<file path="config.mk">
export PLATFORM = sky130hd
export DESIGN_NAME = mod_counter_flat
export DESIGN_NICKNAME = d
export VERILOG_FILES = /design/src/rtl/mod_counter_if.sv /design/src/rtl/mod_counter.sv /design/src/flat_wrapper.sv
export SDC_FILE = /design/constraint.sdc
export NUM_CORES = 1
export LEC_CHECK = 0
export CAP_MARGIN = 30
export CELL_PAD_IN_SITES_DETAIL_PLACEMENT = 0
export CELL_PAD_IN_SITES_GLOBAL_PLACEMENT = 1
export CORE_MARGIN = 3
export CORE_UTILIZATION = 36
export DETAILED_ROUTE_END_ITERATION = 8
export PLACE_DENSITY = 0.8
export SLEW_MARGIN = 10
export SYNTH_ARGS = -nofsm -noshare
export SYNTH_HDL_FRONTEND = slang
export SYNTH_SLANG_ARGS = --single-unit
</file>
<file path="constraint.sdc">
create_clock -name clk -period 3.9 [get_ports clk]
set_clock_uncertainty 0.15 [all_clocks]
set_input_delay 0.975 -clock clk [delete_from_list [all_inputs] [get_ports clk]]
set_output_delay 0.975 -clock clk [all_outputs]
set_load 0.005 [all_outputs]
</file>
<file path="src/rtl/mod_counter_if.sv">
// Control/status bundle for mod_counter: the master drives the controls,
// the counter (slave) returns count, tc and ovf.
interface mod_counter_if #(
  parameter int WIDTH = 32
);
  logic             en;
  logic             clr;
  logic             load;
  logic [WIDTH-1:0] load_val;
  logic             up;
  logic [WIDTH-1:0] max_val;
  logic             ovf_clr;
  logic [WIDTH-1:0] count;
  logic             tc;
  logic             ovf;

  modport master (
    output en, clr, load, load_val, up, max_val, ovf_clr,
    input  count, tc, ovf
  );

  modport slave (
    input  en, clr, load, load_val, up, max_val, ovf_clr,
    output count, tc, ovf
  );
endinterface

</file>
<file path="src/rtl/mod_counter.sv">
// Prescaled up/down modulo counter with a live upper limit, wrap or
// saturate at the boundary, a one-cycle terminal-count pulse and a sticky
// boundary flag. Priority each cycle: clr > load > step > hold.
module mod_counter #(
  parameter int WIDTH = 32,
  parameter int DIV   = 1,
  parameter int SAT   = 0
) (
  input  logic          clk,
  input  logic          rst_n,
  mod_counter_if.slave  bus
);

  localparam bit SATURATE = (SAT != 0);

  logic [WIDTH-1:0] count_q, count_d;
  logic             tc_q, tc_d;
  logic             ovf_q, ovf_d;
  logic             step;
  logic             bnd;

  generate
    if (DIV == 1) begin : g_nopre
      // Every enabled cycle is a step; no prescaler state at all.
      assign step = bus.en;
    end else begin : g_pre
      localparam int PW = $clog2(DIV);
      logic [PW-1:0] pre_q, pre_d;

      // Prescaler walks 0..DIV-1 on enabled cycles; clr/load restart it.
      always_comb begin
        pre_d = pre_q;
        if (bus.clr || bus.load)
          pre_d = '0;
        else if (bus.en)
          pre_d = (pre_q == PW'(DIV - 1)) ? '0 : pre_q + PW'(1);
      end

      // Prescaler register; reset discards any partial period.
      always_ff @(posedge clk or negedge rst_n) begin
        if (!rst_n) pre_q <= '0;
        else        pre_q <= pre_d;
      end

      assign step = bus.en && (pre_q == PW'(DIV - 1));
    end
  endgenerate

  // Next count and boundary detection. A boundary is only a step taken at
  // the limit (>= max_val going up, 0 going down), never a clr or load.
  always_comb begin
    count_d = count_q;
    bnd     = 1'b0;
    if (bus.clr) begin
      count_d = '0;
    end else if (bus.load) begin
      count_d = bus.load_val;
    end else if (step) begin
      if (bus.up) begin
        if (count_q < bus.max_val) begin
          count_d = count_q + WIDTH'(1);
        end else begin
          bnd     = 1'b1;
          count_d = SATURATE ? count_q : '0;
        end
      end else begin
        if (count_q != '0) begin
          count_d = count_q - WIDTH'(1);
        end else begin
          bnd     = 1'b1;
          count_d = SATURATE ? '0 : bus.max_val;
        end
      end
    end
    tc_d  = bnd;
    // A boundary in the same cycle as ovf_clr wins so no event is lost.
    ovf_d = bnd | (ovf_q & ~bus.ovf_clr);
  end

  // Output registers.
  always_ff @(posedge clk or negedge rst_n) begin
    if (!rst_n) begin
      count_q <= '0;
      tc_q    <= 1'b0;
      ovf_q   <= 1'b0;
    end else begin
      count_q <= count_d;
      tc_q    <= tc_d;
      ovf_q   <= ovf_d;
    end
  end

  assign bus.count = count_q;
  assign bus.tc    = tc_q;
  assign bus.ovf   = ovf_q;

endmodule

</file>
<file path="src/flat_wrapper.sv">
// flat-port wrapper written by rule: the top's interface ports become plain ports
module mod_counter_flat 
#(
  parameter int WIDTH = 32,
  parameter int DIV   = 1,
  parameter int SAT   = 0
)
  (clk, rst_n, bus_en, bus_clr, bus_load, bus_load_val, bus_up, bus_max_val, bus_ovf_clr, bus_count, bus_tc, bus_ovf);
  mod_counter_if #(.WIDTH(WIDTH)) bus_i ();
  input  logic clk;
  input  logic rst_n;
  input wire logic [$bits(bus_i.en)-1:0] bus_en;
  input wire logic [$bits(bus_i.clr)-1:0] bus_clr;
  input wire logic [$bits(bus_i.load)-1:0] bus_load;
  input wire logic [$bits(bus_i.load_val)-1:0] bus_load_val;
  input wire logic [$bits(bus_i.up)-1:0] bus_up;
  input wire logic [$bits(bus_i.max_val)-1:0] bus_max_val;
  input wire logic [$bits(bus_i.ovf_clr)-1:0] bus_ovf_clr;
  output wire logic [$bits(bus_i.count)-1:0] bus_count;
  output wire logic [$bits(bus_i.tc)-1:0] bus_tc;
  output wire logic [$bits(bus_i.ovf)-1:0] bus_ovf;
  assign bus_i.en = bus_en;
  assign bus_i.clr = bus_clr;
  assign bus_i.load = bus_load;
  assign bus_i.load_val = bus_load_val;
  assign bus_i.up = bus_up;
  assign bus_i.max_val = bus_max_val;
  assign bus_i.ovf_clr = bus_ovf_clr;
  assign bus_count = bus_i.count;
  assign bus_tc = bus_i.tc;
  assign bus_ovf = bus_i.ovf;
  mod_counter #(.WIDTH(WIDTH), .DIV(DIV), .SAT(SAT)) u_core (.clk(clk), .rst_n(rst_n), .bus(bus_i));
endmodule
</file>
# Yosys cells after proc, flatten, opt, wreduce, memory -nomap -nowiden
# Cells that the tools add are included.
dict set report classes {
  addsub 2
  order_cmp 1
  muxes 12
  bitwise_logic 3
  n_reduce_logical 2
}
# operator count
set op_table {}
lappend op_table {{$mux W32} 6}
lappend op_table {{$add A32 B1 Y32 const B} 1}
lappend op_table {{$lt A32 B32 Y1} 1}
lappend op_table {{$reduce_bool A32 Y1} 1}
lappend op_table {{$sub A32 B1 Y32 const B} 1}
lappend op_table {{$mux W1} 6}
lappend op_table {{$reduce_bool A3 Y1} 1}
lappend op_table {{$and A1 B1 Y1} 1}
lappend op_table {{$not A1 Y1} 1}
lappend op_table {{$or A1 B1 Y1} 1}
dict set report totals {
  reg_bits 34
  wordCells 23
}

# Logic depth before layout (Yosys ltp)
# Gate-level depths: netlist of the first run.
dict set report logic_depth {
  depth_word 7
  mapped_depth 11
  ltp_nobuf 9
}

# Worst setup path before layout of the first run
# OpenSTA, ideal clock, no wires.
dict set report synth_timing {
  kind {input port to flip-flop}
  startpoint {input bus_max_val[29]}
  endpoint {register u_core.count_q[16], in the netlist u_core.bus.count[16]}
  t_arrival_ns 3.377
  path_slack_ns 0.291
  path_stages 11
  path_buffers 2
  cell_sequence {inv_1 > ha_1 > a21o_1 > a21o_1 > a2111oi_0 > nand2_1 > a21oi_1 > clkbuf_1 > buf_1 > a21oi_1 > o22ai_1}
}
dict set report synth_between {
  elab_chain_cells 6
}
# element line
set synth_lines {}
lappend synth_lines {{from (decl)} flat_wrapper.sv:17} ;# input wire logic [$bits(bus_i.max_val)-1:0] bus_max_val;
lappend synth_lines {{$lt A32 B32 Y1} mod_counter.sv:60} ;# if (count_q < bus.max_val) begin
lappend synth_lines {{$mux W32} mod_counter.sv:60}
lappend synth_lines {{$mux W32} mod_counter.sv:59} ;# if (bus.up) begin
lappend synth_lines {{$mux W32} mod_counter.sv:58} ;# end else if (step) begin
lappend synth_lines {{$mux W32} mod_counter.sv:56} ;# end else if (bus.load) begin
lappend synth_lines {{$mux W32} mod_counter.sv:54} ;# if (bus.clr) begin
lappend synth_lines {{to (signal assigned)} mod_counter.sv:87} ;# count_q <= count_d;
lappend synth_lines {{to (decl)} mod_counter.sv:16} ;# logic [WIDTH-1:0] count_q, count_d;
# Every way passes these cells. The select of a mux whose other input is x is not followed.
# A chain may end at the register's enable or synchronous reset.

# Worst setup path in the final report of the first run
dict set report layout_timing {
  startpoint {input bus_max_val[19]}
  endpoint {register u_core.count_q[2], in the netlist u_core.bus.count[2]}
}
# Same word-level chain as after synthesis.

==> metrics.md, run 1 <==
| Metric | Value |
|---|---|
| Initial Utilization | `roughly 37%` |
| Max-slew violation count | `0` |
| Port bufs | `~100` |
| Power per Cell Area | `~260 mW/mm²` |
| CP cell instances | `clkdlybuf4s50_1 > inv_1 > ha_1 > a21oi_1 > o21ai_0 > buf_4 > nor4_1 > o211ai_1 > a21oi_2 > buf_4 > a311oi_1 > o22ai_1` |
| GRT overflow | `0` |
| H-tree level count | `2` |
| Routed vias/inst | `about 6.0` |
| # IOs | `105` |
| Worst Hold Launch | `u_core.bus.ovf` |
| Peak supply drop | `between 0.00015 and 0.0002 V` |
| Critical setup path kind | `primary input to flop` |
| Area contributors post-synth | `dfrtp_1 (20%), ha_1 (9.9%), a21oi_1 (6.0%), xnor2_1 (4.9%), nor2_1 (4.8%)` |
| Post-CTS setup buffer count | `0` |
| Drt first-iter violations | `~410` |
| Worst Tran Pin Value | `roughly 0.54 ns` |
| Area of placed instances | `between 0.005 and 0.006 mm²` |
| CP dominant cell by count | `buf_4` |
| FMAX | `between 200 and 300 MHz` |
| Routed vias | `5077` |
| Max-cap viol count | `0` |
| Area grow syn2layout | `35.3%` |
| Crit-path slowest cell | `clkdlybuf4s50_1` |
| Asr flop ratio synth | `between 90% and 100%` |
| Leak Pwr | `around 2.5 nW` |
| Fill cells | `approximately 1200` |
| Pre-Repair DR Iteration Count | `5` |
| Antenna fix cells | `0` |
| CTS root buffer | `clkbuf_16` |
| Reg2Reg Depth | `8` |
| Worst reg2reg path endpoint | `u_core.bus.count[12]` |
| #FFs+latches synth | `34` |
| Max-slew headroom | `63.5%` |
| Top_reg_cell synth | `dfrtp_1` |
| Die area | `0.0133 mm²` |
| Internal power | `961 µW` |
| Non-Filler Instances | `850` |
| Worst EP required | `between 3 and 4 ns` |
| RSZ-0062 raised after global routing | `false` |
| Final setup vio count | `0` |
| Critical Path Fanout Max | `10` |
| Post-layout min period | `about 3.7 ns` |
| Post-Syn Instances | `about 600` |
| Data arrival, critical path | `about 3.7 ns` |
| Cell taking the most area after synthesis | `dfrtp_1` |
| Drt drc | `0` |
| Die W | `115 µm` |
| Clock power frac | `a little over a quarter` |
| Startpoint types | `primary input` |
| Hold EP | `u_core.bus.ovf` |
| Initial antenna violation count | `0` |
| Row cnt | `39` |
| R2R setup slack | `approximately 0.59 ns` |
| CTS tree | `yes` |
| Syn_area_per_cell | `7.22 µm²` |
| Status | `finished clean` |
| CP Capture Type | `flop` |
| Combinational power share | `between 40% and 50%` |
| Number of synthesized flops with an enable pin | `0` |
| Largest net degree at the start of global routing | `35` |
| Global-route wire length before repair | `roughly 27 mm` |
| Register area share after synthesis | `between 10% and 20%` |
| Yosys top cell area share | `19.8%` |
| Largest delay share family, worst path | `compound AO/OA/AOI/OAI gates` |
| Total GRT Usage | `between 20% and 30%` |
| Vias in the first global route | `between 4000 and 5000` |
| Register area | `approximately 850 µm²` |
| Max clock buf depth | `2` |
| CP bufs+invs | `4` |
| Worst r2r src | `u_core.bus.count[26]` |
| Critical path's largest stage delay | `0.49 ns` |
| Routability congestion estimate from global placement | `0.924` |
| Routed wire length per instance | `between 15 and 20 µm` |
| Clk slew on worst S/H paths | `~0.06 ns` |
| Yosys cell types | `66` |
| Final nets | `slightly above 800` |
| Placed cell count | `about 840` |
| Drt total wl | `16.7 mm` |
| Fin crit share | `94.0%` |
| Synthesized Nets | `roughly 700` |
| Die H | `~120 µm` |
| Fin util | `between 50% and 60%` |
| Total CTS buffers | `5` |
| Number of routed nets with antenna violations | `0` |
| Worst hold path stage count | `1` |
| Worst skew pair latency | `between 0.2 and 0.3 ns` |
| Worst min path class | `flop to flop` |
| Sequential share of power | `between 20 and 30%` |
| Dpl hpwl | `about 12 mm` |
| CTS Hold Buffers Added | `0` |
| Cell area after layout | `between 0.005 and 0.006 mm²` |
| Area of the multi-input gates | `0.00308 mm²` |
| Post-cts resize count | `0` |
| TritonCTS Sinks | `34` |
| Psw | `~570 µW` |
| Sw Share | `a little under two fifths` |
| Post-synthesis cell area | `~0.0043 mm²` |
| Final Hold Viols | `0` |
| Core area | `0.0116 mm²` |
| Share of cells above drive strength 1 | `under 10%` |
| Ys Warns | `0` |
-- cells in the final DEF (no fill, tap or decap), types with 4 or more instances in the layout --
cell type / count
clkdlybuf4s50_1: 103
nor2_1: 55
inv_1: 52
a21oi_1: 51
nand2_1: 46
buf_4: 43
ha_1: 34
dfrtp_1: 34
nor3_1: 29
xnor2_1: 24
o21ai_0: 18
nand3_1: 17
a211oi_1: 16
nand4_1: 13
o22ai_1: 11
nor4_1: 11
a21o_1: 10
or3_1: 9
xor2_1: 8
a31oi_1: 7
and3_1: 7
o31ai_1: 7
a221o_1: 6
a311oi_1: 6
a221oi_1: 6
or4_1: 5
clkbuf_16: 5
a222oi_1: 4
a2111oi_0: 4
o211ai_1: 4
-- kinds of logic (layout without fill, tap and decap cells) --
kind of cell    Yosys count  in the layout  synth area share [%]
simple gates            217            217                  25.6
compound gates          181            181                  28.8
xor+xnor                 32             32                  6.51
flops                    34             34                  19.8
buf+inv                  99            209                  9.44
fa+ha+maj                34             34                  9.88
-- flip-flops by register name, indices dropped and copies added, names as in the netlist --
register          flops
u_core.bus.ovf        1
u_core.bus.tc         1
u_core.bus.count     32
-- area by class of cell --
cell class / instances / share of cell area, %
Clock buffer: 7 / 2.45
Sequential cell: 34 / 14.6
Tap cell: 143 / 3.07
Multi-Input combinational cell: 464 / 52.7
Clock inverter: 1 / 0.0858
Timing Repair Buffer: 148 / 23.6
Inverter: 53 / 3.41
-- per-stage QoR --
step	setup WS (ns)	TNS, ns	hold WS, ns	total power, mW
2_1_floorplan	0.291	0	0.324	0.802
3_3_place_gp	0.00477	0	0.318	1.10
3_5_place_dp	-0.0404	-0.101	0.316	1.11
4_1_cts	0.249	0	0.341	1.52
5_1_grt	0.0282	0	0.372	1.62
6_report	0.234	0	0.331	1.53
-- routing by layer --
layer | global-route usage (%) | share of wire [%]
met5 | 0 | 0
met2 | 41.9 | 47
met1 | 35.0 | 43
met4 | 5.71 | 1.6
met3 | 3.42 | 8.0
-- power by group through the flow --
stage          combinational [mW]  sequential (mW)  clock [mW]
2_1_floorplan               0.377            0.425           0
3_3_place_gp                0.639            0.460           0
3_5_place_dp                0.648            0.460           0
4_1_cts                     0.652            0.454       0.418
5_1_grt                     0.724            0.465       0.435
6_report                    0.659            0.456       0.417
-- cells in the mapped netlist (6+ instances only) --
master	instances
a221oi_1	6
nor2_1	55
ha_1	34
nand2_1	46
nor3_1	31
nor4_1	11
xor2_1	8
a21o_1	10
and3_1	7
o22ai_1	11
a211oi_1	16
clkbuf_1	33
o31ai_1	7
or3_1	9
nand4_1	13
a31oi_1	7
buf_2	7
inv_1	52
nand3_1	17
a311oi_1	6
a21oi_1	52
dfrtp_1	34
xnor2_1	24
a221o_1	6
o21ai_0	18
-- worst max-delay path by stage --
| stage | startpoint | to | slack (ns) | cells past startpoint |
|---|---|---|---|---|
| global route | bus_max_val[29] | u_core.bus.count[2] | 0.03 | 12 |
| detailed placement | bus_max_val[19] | u_core.bus.count[29] | -0.04 | 11 |
| floorplan | bus_max_val[29] | u_core.bus.count[16] | 0.29 | 11 |
| CTS | bus_max_val[19] | u_core.bus.count[0] | 0.25 | 12 |
| global placement | bus_max_val[19] | u_core.bus.count[23] | 0.005 | 12 |
| finish | bus_max_val[19] | u_core.bus.count[2] | 0.23 | 12 |
-- worst register-to-register path, stage by stage (launching register included) --
cell and delay [ns]:
dfrtp_1 0.51, or4_4 0.61, or3_4 0.38, or4_1 0.56, buf_4 0.25, o21ai_1 0.16, a21oi_1 0.05, a2111oi_1 0.40
nor3_1 0.09
(Power assumes the default switching activity.)
==> run 2, diff against run 1 <==
--- a/config.mk
+++ b/config.mk
@@ -10,6 +10,7 @@
 export CELL_PAD_IN_SITES_GLOBAL_PLACEMENT = 1
 export CORE_MARGIN = 3
 export CORE_UTILIZATION = 36
+export CTS_BUF_LIST = sky130_fd_sc_hd__clkbuf_16
 export DETAILED_ROUTE_END_ITERATION = 8
 export PLACE_DENSITY = 0.8
 export SLEW_MARGIN = 10
==> metrics.md, run 2 (same netlist as run 1, synthesis figures left out) <==
| Metric | Value |
|---|---|
| CTS Hold Buffers Added | `0` |
| Final Hold Viols | `0` |
| H-tree level count | `2` |
| Final Power | `~1.5 mW` |
| CP cell instances | `clkdlybuf4s50_1 > inv_1 > ha_1 > a21oi_1 > o21ai_0 > buf_4 > nor4_1 > o211ai_1 > a21oi_2 > buf_4 > a2111oi_1 > nor3_1` |
| Clock power frac | `roughly a quarter` |
| Crit-path slowest cell | `clkdlybuf4s50_1` |
| Most frequent cells in the layout | `clkdlybuf4s50_1 (103), nor2_1 (55), inv_1 (53)` |
| Worst setup margin | `~0.21 ns` |
| RSZ-0062 raised after global routing | `false` |
| Max FFs per register | `32` |
| Drt first-iter violations | `417` |
| GRT overflow | `0` |
| Post-layout min period | `3.69 ns` |
| Largest net degree at the start of global routing | `35` |
| Routed wire length per instance | `about 20 µm` |
| Worst min path class | `flop to flop` |
| Drt total wl | `around 17 mm` |
| FMAX | `271 MHz` |
| Fin crit share | `~95%` |
| Port bufs | `about 100` |
| Critical setup path kind | `primary input to flop` |
| Largest delay share family, worst path | `buffers and inverters` |
| Max-cap viol count | `0` |
| Routability congestion estimate from global placement | `0.924` |
| Row cnt | `39` |
| Psw | `569 µW` |
| # IOs | `approximately 110` |
| Initial Utilization | `between 30% and 40%` |
| Leading cell type in the layout, fill and taps excluded | `clkdlybuf4s50_1` |
| Post-cts resize count | `0` |
| Antenna fix cells | `0` |
| Peak supply drop | `0.000153 V` |
| Number of routed nets with antenna violations | `0` |
| Die H | `between 100 and 150 µm` |
| CTS root buffer | `clkbuf_16` |
| Non-Filler Instances | `850` |
| Pre-Repair DR Iteration Count | `5` |
| Critical Path Fanout Max | `9` |
| Die W | `between 100 and 150 µm` |
| Startpoint types | `primary input` |
| Combinational power share | `between 40% and 50%` |
| Global-route wire length before repair | `26.6 mm` |
| Dpl hpwl | `roughly 12 mm` |
| R2R setup slack | `a little under 0.6 ns` |
| Placed cell count | `~840` |
| Data arrival, critical path | `roughly 3.7 ns` |
| Sequential share of power | `around 30%` |
| Max-slew violation count | `0` |
| Core area | `0.0116 mm²` |
| Die area | `about 0.013 mm²` |
| CP Capture Type | `flop` |
| Routed vias/inst | `around 6.0` |
| Final nets | `811` |
| Hold slack final | `0.331 ns` |
| Routed vias | `between 5000 and 6000` |
| CTS tree | `yes` |
| Total CTS buffers | `5` |
| Worst skew pair latency | `between 0.2 and 0.3 ns` |
| Share of cells above drive strength 1 | `9.34%` |
| Final setup vio count | `0` |
| Worst EP required | `a little under 4 ns` |
| Fin util | `50.3%` |
| Power per Cell Area | `259 mW/mm²` |
| Vias in the first global route | `~4900` |
| CP dominant cell by count | `buf_4` |
| Max-slew headroom | `between 60% and 70%` |
| Max clock buf depth | `2` |
| Total GRT Usage | `about a quarter` |
| Sw Share | `37.7%` |
| Post-CTS setup buffer count | `0` |
| Critical path's largest stage delay | `a little under 0.5 ns` |
| Pre-CTS WS | `-0.0404 ns` |
| CP bufs+invs | `4` |
| Leak Pwr | `2.47 nW` |
| Worst Tran Pin Value | `~0.54 ns` |
| TritonCTS Sinks | `34` |
| Internal power | `~940 µW` |
| Area grow syn2layout | `35.1%` |
| Drt drc | `0` |
| Status | `finished clean` |
| Initial antenna violation count | `0` |
| Clk slew on worst S/H paths | `0.06 ns` |
[run 2: changes by cell type in the layout (fill, tap and decap cells not counted), sizes merged]
cell    before  now
inv         52   53
clkinv       2    3
clkbuf       7    5
[run 2: power groups by stage]
stage / clock, mW / combinational (mW) / sequential (mW)
2_1_floorplan: 0 / 0.377 / 0.425
3_3_place_gp: 0 / 0.639 / 0.460
3_5_place_dp: 0 / 0.648 / 0.460
4_1_cts: 0.395 / 0.652 / 0.454
5_1_grt: 0.412 / 0.724 / 0.465
6_report: 0.395 / 0.658 / 0.456
[run 2: cell type report]
type | instances | area, µm²
clock buffers | 5 | 125
clock inverters | 3 | 12.5
fillers | 1171 | 5740
inverters | 53 | 199
multi-input cells | 464 | 3080
flip-flops and latches | 34 | 851
well taps | 143 | 179
repair buffers | 148 | 1380
[run 2: through the flow]
stage               TNS (ns)  cell area (µm²)
global placement           0             5660
global route               0             5820
finish                     0             5820
floorplan                  0             4310
CTS                        0             5800
detailed placement    -0.101             5660
[run 2: worst paths after layout]
check / endpoint / from / cells past startpoint
min in group asynchronous: u_core.bus.count[21] / rst_n / 1
hold / removal: u_core.bus.ovf / u_core.bus.ovf / 1
setup / recovery: u_core.bus.count[12] / bus_max_val[19] / 12
max in group asynchronous: u_core.bus.count[28] / rst_n / 2
setup reg to reg: u_core.bus.count[12] / u_core.bus.count[26] / 8
hold reg to reg: u_core.bus.ovf / u_core.bus.ovf / 1
[run 2: routing by layer]
layer  global-route usage, %  part of all wire [%]  wire length, µm  vias to the layer above
met4                    5.71                   1.4              236                        0
li1                        -                     -                -                     2438
met1                    35.0                    43             7110                     2427
met5                       0                     0                0                        -
met3                    3.42                   8.4             1410                       21
met2                    41.9                    48             7930                      238
